--- config.mk ---
export PLATFORM = sky130hd
export DESIGN_NAME = seq_shifter
export DESIGN_NICKNAME = d
export VERILOG_FILES = /design/src/rtl/shifter_pkg.sv /design/src/rtl/shift_step.sv /design/src/rtl/seq_shifter.sv
export SDC_FILE = /design/constraint.sdc
export NUM_CORES = 1
export LEC_CHECK = 0
export CELL_PAD_IN_SITES_DETAIL_PLACEMENT = 0
export CELL_PAD_IN_SITES_GLOBAL_PLACEMENT = 2
export CORE_ASPECT_RATIO = 0.5
export CORE_MARGIN = 3
export CORE_UTILIZATION = 30
export CTS_CLUSTER_DIAMETER = 150
export DETAILED_ROUTE_END_ITERATION = 10
export PLACE_DENSITY = 0.92
export SYNTH_ARGS = -nofsm -noshare
export SYNTH_HDL_FRONTEND = slang
export SYNTH_SLANG_ARGS = --single-unit
--- constraint.sdc ---
create_clock -name clk_i -period 7.92 [get_ports clk_i]
set_input_delay 1.584 -clock clk_i [delete_from_list [all_inputs] [get_ports clk_i]]
set_output_delay 1.584 -clock clk_i [all_outputs]
set_load 0.02 [all_outputs]
--- src/rtl/shifter_pkg.sv ---
// Shared mode encodings and FSM state type for the multi-cycle shifter.
package shifter_pkg;

  localparam logic [1:0] MODE_SLL = 2'b00;
  localparam logic [1:0] MODE_SRL = 2'b01;
  localparam logic [1:0] MODE_SRA = 2'b10;
  localparam logic [1:0] MODE_ROL = 2'b11;

  typedef enum logic [1:0] {
    IDLE  = 2'd0,
    SHIFT = 2'd1,
    DONE  = 2'd2
  } state_e;

endpackage

--- src/rtl/shift_step.sv ---
// Combinational single step: shifts data_i by k_i (0..STEP) per mode and reports the last bit out.
module shift_step
  import shifter_pkg::*;
#(
  parameter int unsigned WIDTH = 16,
  parameter int unsigned SHW   = 4
) (
  input  logic [1:0]       mode_i,
  input  logic [WIDTH-1:0] data_i,
  input  logic [SHW-1:0]   k_i,
  output logic [WIDTH-1:0] data_o,
  output logic             out_bit_o
);

  localparam int unsigned AW = SHW + 1;

  logic [AW-1:0]    wrap_amt;
  logic [SHW-1:0]   k_m1;
  logic [WIDTH-1:0] left_src;
  logic [WIDTH-1:0] right_src;

  always_comb begin
    wrap_amt  = AW'(WIDTH) - AW'(k_i);
    k_m1      = k_i - SHW'(1);
    // left_src[0] is bit WIDTH-k (zero when k==0); right_src[0] is bit k-1
    left_src  = data_i >> wrap_amt;
    right_src = data_i >> k_m1;
    data_o    = data_i;
    out_bit_o = 1'b0;
    case (mode_i)
      MODE_SLL: begin
        data_o    = data_i << k_i;
        out_bit_o = left_src[0];
      end
      MODE_SRL: begin
        data_o    = data_i >> k_i;
        out_bit_o = right_src[0];
      end
      MODE_SRA: begin
        data_o    = WIDTH'($signed(data_i) >>> k_i);
        out_bit_o = right_src[0];
      end
      default: begin
        data_o    = (data_i << k_i) | left_src;
        out_bit_o = left_src[0];
      end
    endcase
    if (k_i == '0) out_bit_o = 1'b0;
  end

endmodule

--- src/rtl/seq_shifter.sv ---
// Multi-cycle shifter (SLL/SRL/SRA/ROL), up to STEP bits per clock, Start/Busy/Done handshake.
// Define SHIFTER_CARRY_EN to add the Cout port (last bit shifted/rotated out).
module seq_shifter
  import shifter_pkg::*;
#(
  parameter int unsigned WIDTH = 16,
  parameter int unsigned STEP  = 1
) (
  input  logic             clk_i,
  input  logic             rst_i,
  input  logic             start_i,
  input  logic [1:0]       mode_i,
  input  logic [WIDTH-1:0] a_i,
  input  logic [WIDTH-1:0] b_i,
  output logic [WIDTH-1:0] o_o,
  output logic             busy_o,
  output logic             done_o
`ifdef SHIFTER_CARRY_EN
  ,output logic            cout_o
`endif
);

  localparam int unsigned SHW = $clog2(WIDTH);

  state_e           state_q;
  logic [WIDTH-1:0] o_q;
  logic [WIDTH-1:0] o_d;
  logic [SHW-1:0]   n_q;
  logic [1:0]       mode_q;
  logic [SHW-1:0]   amt;
  logic [SHW-1:0]   k;
  logic             step_bit;
  logic             unused_b_hi;

  assign amt         = b_i[SHW-1:0];
  assign unused_b_hi = ^b_i[WIDTH-1:SHW];
  // Amount is always < WIDTH, so k fits in SHW bits even when STEP == WIDTH
  assign k = ({1'b0, n_q} < (SHW + 1)'(STEP)) ? n_q : SHW'(STEP);

  shift_step #(
    .WIDTH (WIDTH),
    .SHW   (SHW)
  ) u_step (
    .mode_i    (mode_q),
    .data_i    (o_q),
    .k_i       (k),
    .data_o    (o_d),
    .out_bit_o (step_bit)
  );

`ifdef SHIFTER_CARRY_EN
  logic cout_q;
  assign cout_o = cout_q;
`else
  logic unused_step_bit;
  assign unused_step_bit = step_bit;
`endif

  always_ff @(posedge clk_i or posedge rst_i) begin
    if (rst_i) begin
      state_q <= IDLE;
      o_q     <= '0;
      n_q     <= '0;
      mode_q  <= MODE_SLL;
`ifdef SHIFTER_CARRY_EN
      cout_q  <= 1'b0;
`endif
    end else begin
      case (state_q)
        SHIFT: begin
          o_q <= o_d;
          n_q <= n_q - k;
`ifdef SHIFTER_CARRY_EN
          cout_q <= step_bit;
`endif
          if (n_q == k) state_q <= DONE;
        end
        default: begin
          // IDLE and DONE accept a new operation identically
          if (start_i) begin
            o_q     <= a_i;
            n_q     <= amt;
            mode_q  <= mode_i;
`ifdef SHIFTER_CARRY_EN
            cout_q  <= 1'b0;
`endif
            state_q <= (amt != '0) ? SHIFT : DONE;
          end else begin
            state_q <= IDLE;
          end
        end
      endcase
    end
  end

  assign o_o    = o_q;
  assign busy_o = (state_q == SHIFT);
  assign done_o = (state_q == DONE);

endmodule

==> results of run 1 <==
-- power groups by stage --
| stage | logic [uW] | clock network (uW) | registers, uW |
|---|---|---|---|
| after floorplan | 479 | 0 | 301 |
| after global placement | 651 | 0 | 293 |
| after detailed placement | 658 | 0 | 295 |
| after CTS | 662 | 128 | 293 |
| after global routing | 725 | 133 | 309 |
| final | 655 | 122 | 294 |
-- cell usage in the layout (no fill, tap or decap), types with 2 or more instances in the layout --
cell / Yosys / routed
clkdlybuf4s50_1: 0 / 42
mux2i_1: 28 / 28
dfrtp_1: 24 / 24
o21ai_0: 10 / 10
mux2_2: 10 / 10
a211oi_1: 10 / 10
a211o_1: 9 / 9
nand2_1: 8 / 8
nand3b_1: 5 / 5
inv_1: 5 / 5
nor2_1: 5 / 5
a2bb2oi_1: 4 / 4
o21ai_1: 4 / 4
a31oi_1: 3 / 3
a21oi_1: 3 / 3
o211ai_1: 3 / 3
o221a_2: 3 / 3
ha_1: 3 / 3
clkbuf_16: 0 / 3
nand2b_1: 2 / 2
nand3_1: 2 / 2
nor3_1: 2 / 2
nor2b_1: 2 / 2
-- cell families after synthesis --
| logic type | count (synthesis) |
|---|---|
| flops | 24 |
| buf+inv | 22 |
| xor+xnor | 1 |
| simple gates | 32 |
| compound gates | 55 |
| fa+ha+maj | 3 |
| mux | 38 |
| other cells | 1 |
-- synth_stat cells (4+ instances only) --
master and n:
mux2i_1 28, dfrtp_1 24, a211oi_1 10, mux2_2 10, o21ai_0 10, a211o_1 9, nand2_1 8, clkbuf_1 6
buf_2 5, inv_1 5, nand3b_1 5, nor2_1 5, a2bb2oi_1 4, o21ai_1 4
-- stage by stage --
stage	instances	worst slack, ps	utilization	area (um2)
2_1_floorplan	176	5310	-	1780
3_3_place_gp	276	4140	0.391	2190
3_5_place_dp	276	4140	0.391	2190
4_1_cts	280	4360	0.406	2280
5_1_grt	280	4230	0.406	2280
6_report	280	4360	0.406	2280
-- cell type report --
cell class                 count  area [um2]  share of cell area
clock buffer                   4        88.8              0.0390
inverter                       6        27.5              0.0121
multi-input combinational    130        1040               0.458
sequential                    24         601               0.263
tap                           73        91.3              0.0401
timing repair buffer          43         428               0.188
-- routing by layer --
layer  vias up  wire, um
met4         0         0
li1        729         -
met1       704      2150
met5         -         0
met3         0       171
met2        28      2150
-- sequential cells by signal, indices dropped and copies added, names as in the netlist --
signal	flops
state_q	2
o_o	16
n_q	4
mode_q	2
-- worst max path at each step --
stage,from,to,slack (ps)
2_1_floorplan,n_q[2],o_o[11],5310
6_report,state_q[1],busy_o,4360
4_1_cts,state_q[1],busy_o,4360
5_1_grt,state_q[1],busy_o,4230
3_5_place_dp,start_i,o_o[12],4140
3_3_place_gp,start_i,o_o[12],4140
-- worst register-to-register path, cell delays in order, from the launching register on --
cell,delay [ps]
dfrtp_1,420
or4_4,700
clkinv_4,180
ha_1,430
nor4bb_1,520
a211oi_1,150
a211o_1,270
o21ai_0,70
==> flow_metrics.env, run 1 <==
export IMPL_outcome="completed"
export IMPL_cts_setup_buffers=0
export IMPL_synth_area_leaders="dfrtp_1, mux2i_1, mux2_2"
export IMPL_synthAdderAreaFrac=0.0211
export IMPL_grt_pass1_wl_um=7470
export IMPL_hold_end="n_q[3]"
export IMPL_grt_max_degree=25
export IMPL_use_met1=0.190
export IMPL_crit_path_start_kind="flop"
export IMPL_cp_num_buf_inv=2
export IMPL_crit_fanout=21
export IMPL_drt_iter0_markers=70
export IMPL_netlist_area_mm2=0.00178
export IMPL_drt_wirelength_per_cell_um=15.9
export IMPL_grt_busiest_layer="met2"
export IMPL_cts_sinks=24
export IMPL_setup_viol=0
export IMPL_min_path_type="flop to flop"
export IMPL_reg2reg_slack_ps=5100
export IMPL_row_count=19
export IMPL_yosysUniqueCellTypes=41
export IMPL_met2_usage=0.212
export IMPL_initial_core_util=0.317
export IMPL_cts_tree="yes"
export IMPL_worstReg2RegStart="n_q[2]"
export IMPL_vias_per_cell=5.22
export IMPL_max_freq_mhz=281
export IMPL_hold_path_depth=1
export IMPL_fin_tns_setup_ps=0
export IMPL_synth_top_family_by_area="compound AO/OA/AOI/OAI gates"
export IMPL_drive_gt1_frac=0.106
export IMPL_yosys_area_top_type="dfrtp_1"
export IMPL_drt_pass1_iter_count=4
export IMPL_finalMaxSlewViolations=0
export IMPL_clkLatencyLatePin_ps=260
export IMPL_yosysTopAreaCellShare=0.338
export IMPL_seq_power_share=0.274
export IMPL_grtUsageTotal=0.134
export IMPL_die_y_um=60.4
export IMPL_synthesis_nets=216
export IMPL_critPathSlowestCell="clkdlybuf4s50_1"
export IMPL_ioPinCount=55
export IMPL_vias=1461
export IMPL_numCtsBuffers=3
export IMPL_ctsHtreeMaxLevel=1
export IMPL_ys_seq_area_frac=0.338
export IMPL_remaining_drc_errors=0
export IMPL_end_kind="primary output"
export IMPL_overflow=0
export IMPL_hold_ws_ps=558
export IMPL_synth_avg_cell_area_um2=10.1
export IMPL_root_buffer="clkbuf_16"
export IMPL_holdCritStartpoint="n_q[3]"
export IMPL_fin_crit_ps=3560
export IMPL_reg2reg_to="o_o[11]"
export IMPL_n_fill_cell=558
export IMPL_synthFlopType="dfrtp_1"
export IMPL_cts_buffer_depth=2
export IMPL_port_buffers=42
export IMPL_skew_ps=4.55
export IMPL_clockPowerShare=0.114
export IMPL_vdd_drop_max_mv=0.147
export IMPL_layout_nets=248
export IMPL_muxShareOfSynthArea=0.221
export IMPL_critical_path_arrival_ps=1970
export IMPL_critPathKind="flop to primary output"
export IMPL_ys_warn_count=0
export IMPL_synth_edf_count=0
export IMPL_slew_headroom=0.270
export IMPL_period_share=0.449
export IMPL_grt_pass1_vias=1487
export IMPL_p_int_uw=596
export IMPL_core_area_mm2=0.00561
export IMPL_holdBufCountCts=0
export IMPL_cp_cell_sequence="nand2b_1 -> inv_1 -> clkdlybuf4s50_1"
export IMPL_syn_inst=176
export IMPL_worstPathRequired_ps=6340
export IMPL_dp_hpwl_um=3140
export IMPL_p_switching_uw=475
export IMPL_synth_simple_area_share=0.103
export IMPL_grt_util_met3=0.0279
export IMPL_critPathMaxStageDelay_ps=630
export IMPL_synth_xor_area_frac=0.0155
export IMPL_cp_top_family="buffers and inverters"
export IMPL_wl_um=4470
export IMPL_p_leak_uw=0.000944
export IMPL_hold_violations=0
export IMPL_reg2reg_depth=7
export IMPL_total_power_uw=1070
export IMPL_cellPowerDensity_mw_per_mm2=470
export IMPL_post_cts_resize_count=0
export IMPL_combinationalPowerShare=0.612
export IMPL_drtAntennaViolNets=0
export IMPL_worstMarginPinSlew_ps=1090
export IMPL_rsz0062_at_grt="no"
export IMPL_area_growth_pct=28.2
export IMPL_synthArstFlopShare=1.00
export IMPL_cp_depth=3
export IMPL_switching_share=0.444
export IMPL_ys_ff_latch=24
export IMPL_synth_compound_area_frac=0.224
export IMPL_die_x_um=115
export IMPL_antenna_found_initial=0
export IMPL_diodes=0
export IMPL_cts_clk_slew_worst_paths_ps=60
export IMPL_gp_congestion=0.784
export IMPL_design_die_area_mm2=0.00694
export IMPL_cap_violations=0
Note: power is estimated with default switching activity, not from simulation.
==> inputs of run 2 (changes only) <==
- CORE_UTILIZATION: 30 -> 25
- PLACE_DENSITY: 0.92 -> 0.83
- clock period: 7.92 -> 3.13 ns (I/O delays scaled with it)
==> run 2 against run 1 <==
First-iteration DRC count rose by 4.3%. Setup slack got worse by 3900 ps. Non-clock buffer count rose by 3. Routed wire length rose by 9.1%. Via count rose by 5.3%. Register-to-register slack got worse by 4600 ps. Sequential power rose to 2.5 times the previous value. Largest power group unchanged.
==> flow_metrics.env, run 2 (same netlist as run 1, synthesis figures left out) <==
export IMPL_cp_top_family="simple AND/OR/NAND/NOR gates"
export IMPL_row_count=21
export IMPL_overflow=0
export IMPL_grt_max_degree=25
export IMPL_cp_cell_sequence="or4_4 -> clkinv_4 -> ha_1 -> nor4bb_1 -> a211oi_1 -> a211o_1 -> o21ai_0"
export IMPL_layout_nets=251
export IMPL_final_cell_mix="clkdlybuf4s50_1, mux2i_1, dfrtp_1"
export IMPL_period_share=0.843
export IMPL_design_die_area_mm2=0.00822
export IMPL_drtAntennaViolNets=0
export IMPL_largest_register_ffs=16
export IMPL_cts_setup_buffers=0
export IMPL_cts_sinks=24
export IMPL_core_area_mm2=0.00678
export IMPL_final_common_cell="clkdlybuf4s50_1"
export IMPL_die_x_um=125
export IMPL_grt_pass1_vias=1455
export IMPL_cts_tree="yes"
export IMPL_ctsHtreeMaxLevel=1
export IMPL_fin_ws_ps=490
export IMPL_p_switching_uw=1240
export IMPL_switching_share=0.448
export IMPL_max_freq_mhz=379
export IMPL_total_power_uw=2760
export IMPL_holdCritStartpoint="n_q[3]"
export IMPL_setup_viol=0
export IMPL_remaining_drc_errors=0
export IMPL_gp_congestion=0.745
export IMPL_placed_area_mm2=0.00224
export IMPL_cap_violations=0
export IMPL_holdBufCountCts=0
export IMPL_rsz0062_at_grt="no"
export IMPL_worstMarginPinSlew_ps=934
export IMPL_post_cts_resize_count=0
export IMPL_outcome="completed"
export IMPL_cellPowerDensity_mw_per_mm2=1190
export IMPL_critPathKind="flop to flop"
export IMPL_root_buffer="clkbuf_16"
export IMPL_critPathMaxStageDelay_ps=550
export IMPL_area_growth_pct=30.8
export IMPL_ioPinCount=55
export IMPL_n_fill_cell=705
export IMPL_fin_crit_ps=2640
export IMPL_port_buffers=42
export IMPL_drive_gt1_frac=0.119
export IMPL_clkLatencyLatePin_ps=260
export IMPL_finalMaxSlewViolations=0
export IMPL_combinationalPowerShare=0.616
export IMPL_p_leak_uw=0.000958
export IMPL_skew_ps=8.61
export IMPL_crit_path_start_kind="flop"
export IMPL_grtUsageTotal=0.119
export IMPL_drt_wirelength_per_cell_um=16.1
export IMPL_drt_iter0_markers=73
export IMPL_slew_headroom=0.377
export IMPL_initial_core_util=0.262
export IMPL_drt_pass1_iter_count=4
export IMPL_cp_num_buf_inv=1
export IMPL_vias_per_cell=5.09
export IMPL_vdd_drop_max_mv=0.334
export IMPL_cts_clk_slew_worst_paths_ps=70
export IMPL_numCtsBuffers=3
export IMPL_cts_buffer_depth=2
export IMPL_fin_tns_setup_ps=0
export IMPL_dp_hpwl_um=3490
export IMPL_diodes=0
export IMPL_antenna_found_initial=0
export IMPL_die_y_um=65.6
export IMPL_cp_startpoint="n_q[2]"
export IMPL_p_int_uw=1520
export IMPL_wl_um=4870
export IMPL_min_path_type="flop to flop"
export IMPL_dp_slack_ps=568
export IMPL_crit_fanout=15
export IMPL_clockPowerShare=0.113
export IMPL_hold_violations=0
export IMPL_worstPathRequired_ps=3320
export IMPL_end_kind="flop"
export IMPL_final_area_mm2=0.00233
export IMPL_vias=1538
export IMPL_grt_pass1_wl_um=7940
export IMPL_critPathSlowestCell="or4_4"
export IMPL_worstReg2RegStart="n_q[2]"
export IMPL_critical_path_arrival_ps=2830
export IMPL_seq_power_share=0.271
==> run 2: layer usage <==
metal  vias to the layer above  global-route usage  part of all wire  wire length (um)
met2                        34               0.193              0.46              2260
met1                       768               0.165              0.49              2380
met4                         0              0.0243             0.010                51
met5                         -                   0                 0                 0
li1                        732                   -                 -                 -
met3                         4              0.0227             0.036               177
==> run 2: final cells by class <==
| class | count | area (um2) | share of cell area |
|---|---|---|---|
| multi-input combinational | 130 | 1040 | 0.449 |
| sequential | 24 | 601 | 0.258 |
| timing repair buffer | 46 | 450 | 0.194 |
| tap | 92 | 115 | 0.0495 |
| clock buffer | 4 | 88.8 | 0.0382 |
| inverter | 6 | 27.5 | 0.0118 |
==> run 2: worst register-to-register path, cell delays in order, from the launching register on <==
cell and delay, ps:
dfrtp_1 420, or4_4 550, clkinv_4 130, ha_1 440
nor4bb_1 530, a211oi_1 150, a211o_1 290, o21ai_0 70
==> run 2: power groups by stage <==
stage / Combinational (uW) / Clock [uW] / Sequential, uW
after floorplan: 1210 / 0 / 761
after global placement: 1680 / 0 / 746
after detailed placement: 1700 / 0 / 750
after CTS: 1710 / 318 / 747
after global routing: 1850 / 329 / 784
final: 1700 / 312 / 749
==> run 2: final timing paths <==
| path | end | slack [ps] | depth (start not counted) |
|---|---|---|---|
| worst min register to register | n_q[3] | 540 | 1 |
| max in group asynchronous | o_o[5] | 1680 | 2 |
| min in group asynchronous | o_o[11] | 870 | 2 |
| worst max register to register | o_o[11] | 490 | 7 |
| worst max-delay path | o_o[11] | 490 | 7 |
| worst min-delay path | n_q[3] | 540 | 1 |
==> run 2: per-stage QoR <==
stage	utilization	std cells	hold WS [ps]
final	0.343	302	543
after global routing	0.343	302	591
after CTS	0.343	302	548
after detailed placement	0.330	298	533
after global placement	0.330	298	508
after floorplan	-	176	489
